**config.mk**
```make
export PLATFORM = sky130hd
export DESIGN_NAME = sync_fifo_fwft
export DESIGN_NICKNAME = d
export VERILOG_FILES = /design/src/rtl/fifo_pkg.sv /design/src/rtl/fifo_ram.sv /design/src/rtl/sync_fifo_fwft.sv
export SDC_FILE = /design/constraint.sdc
export NUM_CORES = 1
export LEC_CHECK = 0
export BUFFER_PORTS_ARGS = -buffer_cell sky130_fd_sc_hd__buf_2
export CAP_MARGIN = 0
export CORE_MARGIN = 2
export CORE_UTILIZATION = 53
export CTS_CLUSTER_SIZE = 10
export DETAILED_ROUTE_END_ITERATION = 8
export GPL_TIMING_DRIVEN = 0
export PLACE_DENSITY = 0.75
export SKIP_LAST_GASP = 1
export SYNTH_ARGS = -nofsm -noshare
export SYNTH_HDL_FRONTEND = slang
export SYNTH_HIERARCHICAL = 1
export SYNTH_SLANG_ARGS = --single-unit
```
**constraint.sdc**
```tcl
create_clock -name clk -period 2.7 [get_ports clk]
set_input_delay 0.405 -clock clk [delete_from_list [all_inputs] [get_ports clk]]
set_output_delay 0.405 -clock clk [all_outputs]
set_load 0.01 [all_outputs]
```
**src/rtl/fifo_pkg.sv**
```systemverilog
// Shared helpers and types for the synchronous FIFO family.
package fifo_pkg;

  // Pointer width: one index bit per address bit plus a wrap bit.
  function automatic int ptr_w(input int depth);
    return $clog2(depth) + 1;
  endfunction

  typedef enum logic {
    READ_REG  = 1'b0,
    READ_FWFT = 1'b1
  } fifo_mode_e;

endpackage

```
**src/rtl/fifo_ram.sv**
```systemverilog
// Storage array for the FIFO: one synchronous write port, one asynchronous read port.
module fifo_ram #(
  parameter int DEPTH      = 8,
  parameter int DATA_WIDTH = 8,
  parameter int AW         = $clog2(DEPTH)
) (
  input  logic                  clk,
  input  logic                  we,
  input  logic [AW-1:0]         waddr,
  input  logic [DATA_WIDTH-1:0] wdata,
  input  logic [AW-1:0]         raddr,
  output logic [DATA_WIDTH-1:0] rdata
);

  logic [DATA_WIDTH-1:0] mem_q [DEPTH];

  // Write port; contents are intentionally not reset.
  always_ff @(posedge clk) begin
    if (we) mem_q[waddr] <= wdata;
  end

  // Asynchronous read of the addressed entry.
  assign rdata = mem_q[raddr];

endmodule

```
**src/rtl/sync_fifo_fwft.sv**
```systemverilog
// Single-clock FIFO with occupancy count, almost flags, sticky error flags and a
// selectable registered or first-word-fall-through read port.
module sync_fifo_fwft
  import fifo_pkg::*;
#(
  parameter int DEPTH      = 8,
  parameter int DATA_WIDTH = 8,
  parameter int FWFT       = 0,
  parameter int AF_THRESH  = DEPTH - 1,
  parameter int AE_THRESH  = 1
) (
  input  logic                       clk,
  input  logic                       rst_n,
  input  logic                       wren,
  input  logic [DATA_WIDTH-1:0]      i_data,
  input  logic                       rden,
  output logic [DATA_WIDTH-1:0]      o_data,
  output logic                       o_valid,
  output logic                       full,
  output logic                       empty,
  output logic                       almost_full,
  output logic                       almost_empty,
  output logic [ptr_w(DEPTH)-1:0]    count,
  output logic                       overflow,
  output logic                       underflow,
  input  logic                       clr_err
);

  localparam int AW = $clog2(DEPTH);
  localparam int PW = ptr_w(DEPTH);
  localparam fifo_mode_e MODE = (FWFT != 0) ? READ_FWFT : READ_REG;
  localparam logic [PW-1:0] DEPTH_C = PW'(DEPTH);
  localparam logic [PW-1:0] AF_C    = PW'(AF_THRESH);
  localparam logic [PW-1:0] AE_C    = PW'(AE_THRESH);

  if ((DEPTH < 2) || ((DEPTH & (DEPTH - 1)) != 0)) begin : g_bad_depth
    $fatal(1, "sync_fifo_fwft: DEPTH must be a power of 2 and >= 2");
  end
  if (AF_THRESH > DEPTH) begin : g_bad_af
    $fatal(1, "sync_fifo_fwft: AF_THRESH must not exceed DEPTH");
  end
  if (AE_THRESH >= DEPTH) begin : g_bad_ae
    $fatal(1, "sync_fifo_fwft: AE_THRESH must be below DEPTH");
  end

  logic [PW-1:0] wptr_q, wptr_d;
  logic [PW-1:0] rptr_q, rptr_d;
  logic          overflow_q, overflow_d;
  logic          underflow_q, underflow_d;
  logic [PW-1:0] count_w;
  logic          empty_w, full_w;
  logic          rd_acc, wr_acc;
  logic [DATA_WIDTH-1:0] ram_rdata;

  // Occupancy and flags come only from registered pointers, never from wren/rden.
  assign count_w = wptr_q - rptr_q;
  assign empty_w = (count_w == '0);
  assign full_w  = (count_w == DEPTH_C);

  // A pop needs data; a push needs room, or a simultaneous pop freeing a slot.
  // Empty with both requests pushes only: there is no bypass path.
  assign rd_acc = rden & ~empty_w;
  assign wr_acc = wren & (~full_w | rd_acc);

  // Next-state pointers and sticky error flags; a set wins over clr_err.
  always_comb begin
    wptr_d      = wr_acc ? wptr_q + PW'(1) : wptr_q;
    rptr_d      = rd_acc ? rptr_q + PW'(1) : rptr_q;
    overflow_d  = (wren & full_w & ~rd_acc) | (overflow_q & ~clr_err);
    underflow_d = (rden & empty_w) | (underflow_q & ~clr_err);
  end

  // Pointer and error-flag registers.
  always_ff @(posedge clk or negedge rst_n) begin
    if (!rst_n) begin
      wptr_q      <= '0;
      rptr_q      <= '0;
      overflow_q  <= 1'b0;
      underflow_q <= 1'b0;
    end else begin
      wptr_q      <= wptr_d;
      rptr_q      <= rptr_d;
      overflow_q  <= overflow_d;
      underflow_q <= underflow_d;
    end
  end

  fifo_ram #(
    .DEPTH      (DEPTH),
    .DATA_WIDTH (DATA_WIDTH),
    .AW         (AW)
  ) u_ram (
    .clk   (clk),
    .we    (wr_acc),
    .waddr (wptr_q[AW-1:0]),
    .wdata (i_data),
    .raddr (rptr_q[AW-1:0]),
    .rdata (ram_rdata)
  );

  if (MODE == READ_REG) begin : g_read_reg
    logic [DATA_WIDTH-1:0] o_data_q, o_data_d;
    logic                  o_valid_q, o_valid_d;

    // Capture the head on a pop; data holds otherwise, valid is a one-cycle pulse.
    always_comb begin
      o_data_d  = rd_acc ? ram_rdata : o_data_q;
      o_valid_d = rd_acc;
    end

    // Registered read-port outputs.
    always_ff @(posedge clk or negedge rst_n) begin
      if (!rst_n) begin
        o_data_q  <= '0;
        o_valid_q <= 1'b0;
      end else begin
        o_data_q  <= o_data_d;
        o_valid_q <= o_valid_d;
      end
    end

    assign o_data  = o_data_q;
    assign o_valid = o_valid_q;
  end else begin : g_read_fwft
    // Head entry is always presented; its value is meaningless while empty.
    assign o_data  = ram_rdata;
    assign o_valid = ~empty_w;
  end

  assign count        = count_w;
  assign empty        = empty_w;
  assign full         = full_w;
  assign almost_full  = (count_w >= AF_C);
  assign almost_empty = (count_w <= AE_C);
  assign overflow     = overflow_q;
  assign underflow    = underflow_q;

endmodule

```
* After elaboration in Yosys (flattened, before gate mapping) *
Memory sizes are Yosys's and may differ from the RTL's. A register that Yosys moved wholly into a read port is not among the register bits.
Cells that the tools add are included.

cells by class
  add/sub/neg operators = 3
  $lt $le $gt $ge = 2
  equality and inequality tests = 1
  muxes and demuxes = 2
  bitwise logic cells = 14
  reductions and logical operators = 2

operators by type and width
  kind                                                                                  count
  4-bit by 1-bit adder with 4-bit output (second input constant)                        2
  1-bit AND                                                                             7
  4-bit == test (second input constant)                                                 1
  4-bit by 3-bit greater-or-equal comparator with 1-bit output (second input constant)  1
  4-bit by 1-bit less-or-equal comparator with 1-bit output (second input constant)     1
  4-bit logical NOT                                                                     1
  1-bit inverter                                                                        4
  4-bit subtractor                                                                      1
  1-bit OR                                                                              3
  1-bit two-way mux                                                                     2
  1-bit logical NOT                                                                     1

word-level totals
  register bits after elaboration = 11
  bits in writable memories = 64
  bits of input ports = 13
  output and inout bits = 19
  memories = 1

memory list
  name         words  bits a word  rd ports  clocked after Yosys merged registers in  wr ports  line            source
  u_ram.mem_q  8      8            1         1                                        1         fifo_ram.sv:15  logic [DATA_WIDTH-1:0] mem_q [DEPTH];

* Logic depth before layout (Yosys ltp) *
Gate-level depths: netlist of run 1.

  depth in word-level cells = 8
  gate-level depth with buffers = 11
  mapped depth without buffers = 11

* Hierarchy *
The synthesis of run 1 kept the hierarchy.

modules (own cells, without submodules)
  module          times used  cells an instance  area an instance (um^2)
  fifo_ram        1           106                2531.2
  sync_fifo_fwft  1           93                 1034.7

* Least setup slack after synthesis of run 1 *
No wires, ideal clock.

  path kind = reg2reg
  start point = register wptr_q[0]
  end point = memory u_ram.mem_q[0][0], enable pin
  library setup time = 383 ps
  arrival = 2484 ps
  required time = 2317 ps
  path slack = -168 ps
  stages on the path, launching flop included = 12
  clock period less this slack = 2868 ps
  cell sequence = dfrtp_1 inv_1 ha_1 inv_1 fa_1 xnor2_1 inv_1 nor3_2 o211a_2 nor2_1 nand2b_1 nor3_1

on the way
  cells in the longest elaborated chain, start to end = 8
  elaborated cells between the ends (all ways) = 10
  classes of those cells = add/sub: 1; eq/ne: 1; mux: 2; bitwise: 5; reduce/logical: 1

ends and longest elaborated chain
  element                                      line                  source
  from (decl)                                  sync_fifo_fwft.sv:46  logic [PW-1:0] wptr_q, wptr_d;
  from (signal assigned)                       sync_fifo_fwft.sv:81  wptr_q <= wptr_d;
  4-bit subtractor (*)                         sync_fifo_fwft.sv:56  assign count_w = wptr_q - rptr_q;
  named net count[2]                           sync_fifo_fwft.sv:23  output logic [ptr_w(DEPTH)-1:0] count,
  4-bit logical NOT                            sync_fifo_fwft.sv:57  assign empty_w = (count_w == '0);
  1-bit inverter                               sync_fifo_fwft.sv:62  assign rd_acc = rden & ~empty_w;
  1-bit AND                                    sync_fifo_fwft.sv:62
  1-bit OR (*)                                 sync_fifo_fwft.sv:63  assign wr_acc = wren & (~full_w | rd_acc);
  1-bit AND (*)                                sync_fifo_fwft.sv:63
  named net wr_acc                             sync_fifo_fwft.sv:52  logic rd_acc, wr_acc;
  1-bit two-way mux (*)                        fifo_ram.sv:19        if (we) mem_q[waddr] <= wdata;
  1-bit two-way mux (not written as such) (*)  fifo_ram.sv:19
  to (decl)                                    fifo_ram.sv:15

Mark *: on every way through the listed nets, which the timed path passes. The rest lies on a longest branch.

* Worst setup path in the final report of run 1 *
  start point = register wptr_q[1]
  end point = output port almost_empty

on the way
  cells in the longest elaborated chain, start to end = 2

ends and longest elaborated chain
  element                                                    line                   source
  4-bit subtractor                                           sync_fifo_fwft.sv:56
  4-bit by 1-bit less-or-equal comparator with 1-bit output  sync_fifo_fwft.sv:134  assign almost_empty = (count_w <= AE_C);
  to (decl)                                                  sync_fifo_fwft.sv:22   output logic almost_empty,

No other way between the ends.

==> results of run 1 <==
[path summary, 6_finish.rpt]
check,to,slack [ps]
worst min register to register,o_data[2]$_DFFE_PN0P_,490
worst max register to register,u_ram/mem_q[4][7]$_DFFE_PP_,100
worst min-delay path,u_ram/mem_q[2][1]$_DFFE_PP_,330
worst max-delay path,almost_empty,90
max in group asynchronous,rptr_q[0]$_DFFE_PN0P_,1830
min in group asynchronous,rptr_q[3]$_DFFE_PN0P_,530
[Yosys cell counts, types with 2 or more instances]
cell / count / area share, %
o311ai_1: 2 / 0.49
dfrtp_1: 19 / 13
nand2_1: 7 / 0.74
o2111ai_1: 4 / 0.98
mux2_2: 8 / 2.5
nor2_1: 11 / 1.2
o21ai_0: 2 / 0.28
edfxtp_1: 64 / 54
buf_6: 2 / 0.63
nand2b_1: 4 / 0.70
nand3_1: 2 / 0.28
buf_2: 2 / 0.28
inv_1: 12 / 1.3
mux2_1: 9 / 2.8
xnor2_1: 5 / 1.2
mux4_1: 15 / 11
ha_1: 5 / 1.8
nor3_1: 4 / 0.56
o211ai_1: 3 / 0.63
[stage by stage]
stage / util, % / setup WS (ps) / setup TNS [ps]
finish: 66.0 / 89.0 / 0
global route: 66.0 / -36.9 / -84.0
CTS: 64.8 / 21.6 / 0
detailed placement: 59.4 / -874 / -32790
global placement: 59.4 / -751 / -28720
floorplan: - / -168 / -2670
[report_power, final]
part / switching (W) / leakage, nW / internal (W)
logic: 0.00137 / 0.687 / 0.00112
registers: 0.000159 / 0.805 / 0.00168
clock network: 0.000435 / 0.0975 / 0.000426
[metal layers]
layer,part of all wire [%],wire [µm]
met4,1.1,76
met3,4.0,265
met5,0,0
met2,47,3170
met1,48,3200
[worst max-delay path, cell delays in order, from the launching register on]
cell      delay (ps)
dfrtp_2          490
ha_1             340
nand3b_1         140
a21oi_2          490
nor2_4           100
inv_1            110
nor3_1            50
buf_2            140
[kinds of logic (layout without fill, tap and decap cells)]
family	Yosys count	in the layout	share of synthesized area [%]
AOI/OAI and AO/OA	19	19	4.67
xor gates and xnor gates	5	5	1.23
adders and majority gates	6	6	2.32
buffers and inverters	20	75	3.05
DFF	83	83	67.2
muxes	33	33	17.1
and+or+nand+nor	33	33	4.46
[sequential cells by signal (all words and copies together), names as in the netlist]
name and count:
rptr_q 4, o_data 8, overflow 1, u_ram/mem_q 64, underflow 1, wptr_q 4, o_valid 1
[final cells by class]
class | instances | area (µm²) | area share (%)
Sequential cell | 83 | 2400 | 56.7
Multi-Input combinational cell | 96 | 1200 | 28.4
Timing Repair Buffer | 40 | 238 | 5.61
Clock buffer | 9 | 124 | 2.92
Tap cell | 77 | 96.3 | 2.27
Clock inverter | 6 | 65.1 | 1.54
Buffer | 7 | 60.1 | 1.42
Inverter | 13 | 48.8 | 1.15
[repair_timing]
| item | CTS | global route |
|---|---|---|
| pin swaps | 3 | 0 |
| buffers inserted | 5 | 3 |
| hold endpoints to repair | 19 | 0 |
| hold buffers | 1 | 0 |
| gates resized for setup | 24 | 12 |
| setup endpoints to repair | 67 | 69 |
==> impl_metrics.json, run 1 <==
{
  "status": "finished clean",
  "async_reset_ff_share_pct": 22.9,
  "final_max_slew_viol_count": 0,
  "antenna_found_initial": 0,
  "grt_pass1_vias": 1944,
  "hold_path.class": "in2reg",
  "finalInstanceArea_um2": 4240,
  "finalClockSkew_ps": 7.51,
  "crit_fanout": 8,
  "grt_max_degree": 20,
  "clk_pin_slew_ps": 80,
  "num_rows": 29,
  "min_period_ps": 2610,
  "synthCells": 199,
  "die_h_um": 86.0,
  "routabilityCongestion": 0.735,
  "clock_latency_ps": 350,
  "track_usage_pct": 19.6,
  "die_area_um2": 7400,
  "area_growth_pct": 18.8,
  "fill_cells": 425,
  "rr_startpoint": "wptr_q[1]$_DFFE_PN0P_",
  "relSlewSlack_pct": 58.7,
  "num_antenna_cells": 0,
  "worstPathRequired_ps": 2300,
  "instances_no_fill": 331,
  "clock_sinks": 83,
  "crit_path_end_kind": "output pin",
  "die_x_um": 86.0,
  "post-route-period-util_pct": 96.7,
  "routed-via-count": 1941,
  "routed_wl_mm": 6.71,
  "portBuffers": 31,
  "max_freq_mhz": 383,
  "syn_area_um2": 3570,
  "synth_cell_types": 38,
  "clock-root-buffer": "clkbuf_8",
  "fin_nets": 269,
  "reg2reg_depth": 9,
  "syn_nets": 218,
  "vias_per_cell": 5.86,
  "cp-start-kind": "register",
  "finalSetupViolCount": 0,
  "cts_tree": "done",
  "min_delay_path_depth": 1,
  "placed_area_um2": 3820,
  "drc": 0,
  "final_common_cell": "edfxtp_1",
  "yosys_warnings": 6,
  "grt_busiest_layer": "met2",
  "cp.arrival_ps": 2210,
  "use_met1_pct": 27.4,
  "start_util_pct": 55.5,
  "ys.flop_type": "edfxtp_1",
  "yosysSeqAreaShare_pct": 67.2,
  "power_w": 0.00519,
  "crit_type": "reg2out",
  "overflow": 0,
  "grt_pass1_wl_mm": 10.4,
  "ys_ff_latch": 83,
  "first_iter_violations": 158,
  "drive_gt1_share_pct": 37.0,
  "use_met3_pct": 5.20,
  "whs_ps": 326,
  "antenna_left": 0,
  "grtUsageMet2_pct": 30.6,
  "layout_common_cells": "edfxtp_1 (64), buf_2 (33), dfrtp_1 (15), mux4_1 (15), inv_1 (11)",
  "cp-startpoint": "wptr_q[1]$_DFFE_PN0P_",
  "place_inst": 307,
  "p_per_area_nw_per_um2": 1220,
  "drv_cap": 0,
  "post-dp-hpwl_mm": 4.06,
  "syn_avg_cell_area_um2": 17.9,
  "clockBufferDepth": 2,
  "hold_path_startpoint": "i_data[1]",
  "wire_per_inst_um": 20.3,
  "power.leakage_nw": 1.59,
  "hold_violations": 0,
  "core_um2": 6420,
  "cts_made_buffers": 9,
  "h-tree-depth": 3,
  "ir_drop_mv": 0.635,
  "worst_pin_slew_ps": 620,
  "rsz0062_at_grt": "true",
  "num_io_pins": 32,
  "synth-edff-count": 64,
  "first_pass_iters": 4
}
(Power assumes the default switching activity.)
==> run 2, diff against run 1 <==
- CORE_ASPECT_RATIO: default -> 0.75
==> run 2 against run 1 <==
Compared with the run above: clock skew fell by 2.1 ps; worst setup slack improved by 30 ps; clock-buffer cell count rose by 2; total power rose by 10%; hold slack got worse by 310 ps; first-iteration DRC count rose by 44%; combinational power rose by 7%; sequential share of layout area fell by 2.7 points; via count rose by 5.1%; register-to-register slack improved by 20 ps; routed wire length rose by 8.9%.
==> impl_metrics.json, run 2 (same netlist as run 1, synthesis figures left out) <==
{
  "hold_path.class": "in2async",
  "drc": 0,
  "layout_common_cells": "edfxtp_1 (64), buf_2 (33), dfrtp_1 (15), buf_4 (15), mux4_1 (15)",
  "p_per_area_nw_per_um2": 1290,
  "cp-startpoint": "wptr_q[0]$_DFFE_PN0P_",
  "routed-via-count": 2040,
  "die_h_um": 75.0,
  "drive_gt1_share_pct": 39.8,
  "post-route-period-util_pct": 95.6,
  "worst_pin_slew_ps": 666,
  "core_um2": 6410,
  "vias_per_cell": 5.88,
  "hold_violations": 0,
  "crit_chain": "inv_1, ha_1, inv_1, fa_2, xnor2_2, inv_2, nor3_4, o211a_4, nor2_4, nand2b_4, nor3_4, buf_6",
  "finalSetupViolCount": 0,
  "power.leakage_nw": 1.69,
  "cts_tree": "done",
  "power_w": 0.00572,
  "rsz0062_at_grt": "false",
  "overflow": 0,
  "cts_made_buffers": 9,
  "h-tree-depth": 3,
  "final_core_util_pct": 69.3,
  "grt_pass1_wl_mm": 10.8,
  "ir_drop_mv": 0.602,
  "clock_latency_ps": 340,
  "rr_startpoint": "wptr_q[0]$_DFFE_PN0P_",
  "portBuffers": 31,
  "area_growth_pct": 24.6,
  "max_freq_mhz": 387,
  "clock-root-buffer": "clkbuf_8",
  "grt_max_degree": 20,
  "first_iter_violations": 228,
  "grt_pass1_vias": 1977,
  "num_antenna_cells": 0,
  "num_rows": 25,
  "routed_wl_mm": 7.31,
  "post-dp-hpwl_mm": 4.15,
  "relSlewSlack_pct": 55.6,
  "whs_ps": 21.1,
  "clk_pin_slew_ps": 80,
  "min_period_ps": 2580,
  "finalClockSkew_ps": 5.40,
  "crit_type": "reg2reg",
  "track_usage_pct": 21.1,
  "first_pass_iters": 4,
  "die_x_um": 98.7,
  "wire_per_inst_um": 21.1,
  "placed_area_um2": 3820,
  "worstPathRequired_ps": 2760,
  "fin_nets": 280,
  "clock_sinks": 83,
  "clockBufferDepth": 2,
  "final_max_slew_viol_count": 0,
  "cp.arrival_ps": 2640,
  "drv_cap": 0,
  "final_common_cell": "edfxtp_1",
  "cp-start-kind": "register",
  "crit_fanout": 6,
  "num_io_pins": 32,
  "slowest_delay_ps": 420,
  "cp_slowest_cell": "dfrtp_2",
  "finalInstanceArea_um2": 4440,
  "crit_path_end_kind": "register",
  "antenna_left": 0,
  "largest_reg_flops": 64,
  "die_area_um2": 7410,
  "start_util_pct": 55.6,
  "status": "finished clean",
  "routabilityCongestion": 0.814,
  "regMostFlops": "u_ram/mem_q",
  "antenna_found_initial": 0
}
[run 2: worst max-delay path, delay by kind of cell, from the launching register on]
kind	cells	cell delay (ps)
adders and majority gates	2	510
and+or+nand+nor	4	610
DFF	1	420
xor gates and xnor gates	1	170
buffers and inverters	4	420
AOI/OAI and AO/OA	1	170
[run 2: worst paths after layout]
| path | endpoint | cells after the start | slack, ps |
|---|---|---|---|
| max in group asynchronous | wptr_q[1]$_DFFE_PN0P_ | 1 | 2300 |
| min in group clk | u_ram/mem_q[0][3]$_DFFE_PP_ | 1 | 320 |
| worst min register to register | o_data[5]$_DFFE_PN0P_ | 1 | 490 |
| worst max register to register | u_ram/mem_q[0][1]$_DFFE_PP_ | 12 | 120 |
| worst max-delay path | u_ram/mem_q[0][1]$_DFFE_PP_ | 12 | 120 |
| worst min-delay path | o_data[0]$_DFFE_PN0P_ | 1 | 20 |
[run 2: routing by layer]
layer	track usage [%]	up-vias	wire, µm
li1	-	917	-
met1	28.8	1036	3170
met2	34.2	76	3600
met3	5.01	11	452
met4	7.76	0	78
met5	0	-	0
[run 2: what timing repair did]
action,CTS,global route
gates resized for setup,27,12
pin swaps,7,3
cloned,0,0
hold buffers,0,0
setup endpoints to repair,67,72
buffers inserted,11,9
[run 2: cell type report]
| class | count | area, µm² |
|---|---|---|
| Buffer | 7 | 60.1 |
| Clock buffer | 11 | 131 |
| Clock inverter | 5 | 150 |
| Fill cell | 393 | 1970 |
| Inverter | 13 | 48.8 |
| Multi-Input combinational cell | 96 | 1200 |
| Sequential cell | 83 | 2400 |
| Tap cell | 81 | 101 |
| Timing Repair Buffer | 51 | 350 |
[run 2: power breakdown]
group | leakage (nW) | switching [W] | total [W] | internal [W]
sequential | 0.805 | 0.000152 | 0.00183 | 0.00168
clock | 0.138 | 0.000407 | 0.00121 | 0.000802
combinational | 0.751 | 0.00146 | 0.00267 | 0.00121
[run 2: through the flow]
stage          setup TNS (ps)  worst slack (ps)  instances
6_report                    0               119        347
5_1_grt                     0              8.71        347
4_1_cts                     0              6.05        338
3_5_place_dp           -31320              -730        311
3_3_place_gp           -28200              -682        311
2_1_floorplan           -2670              -168        199
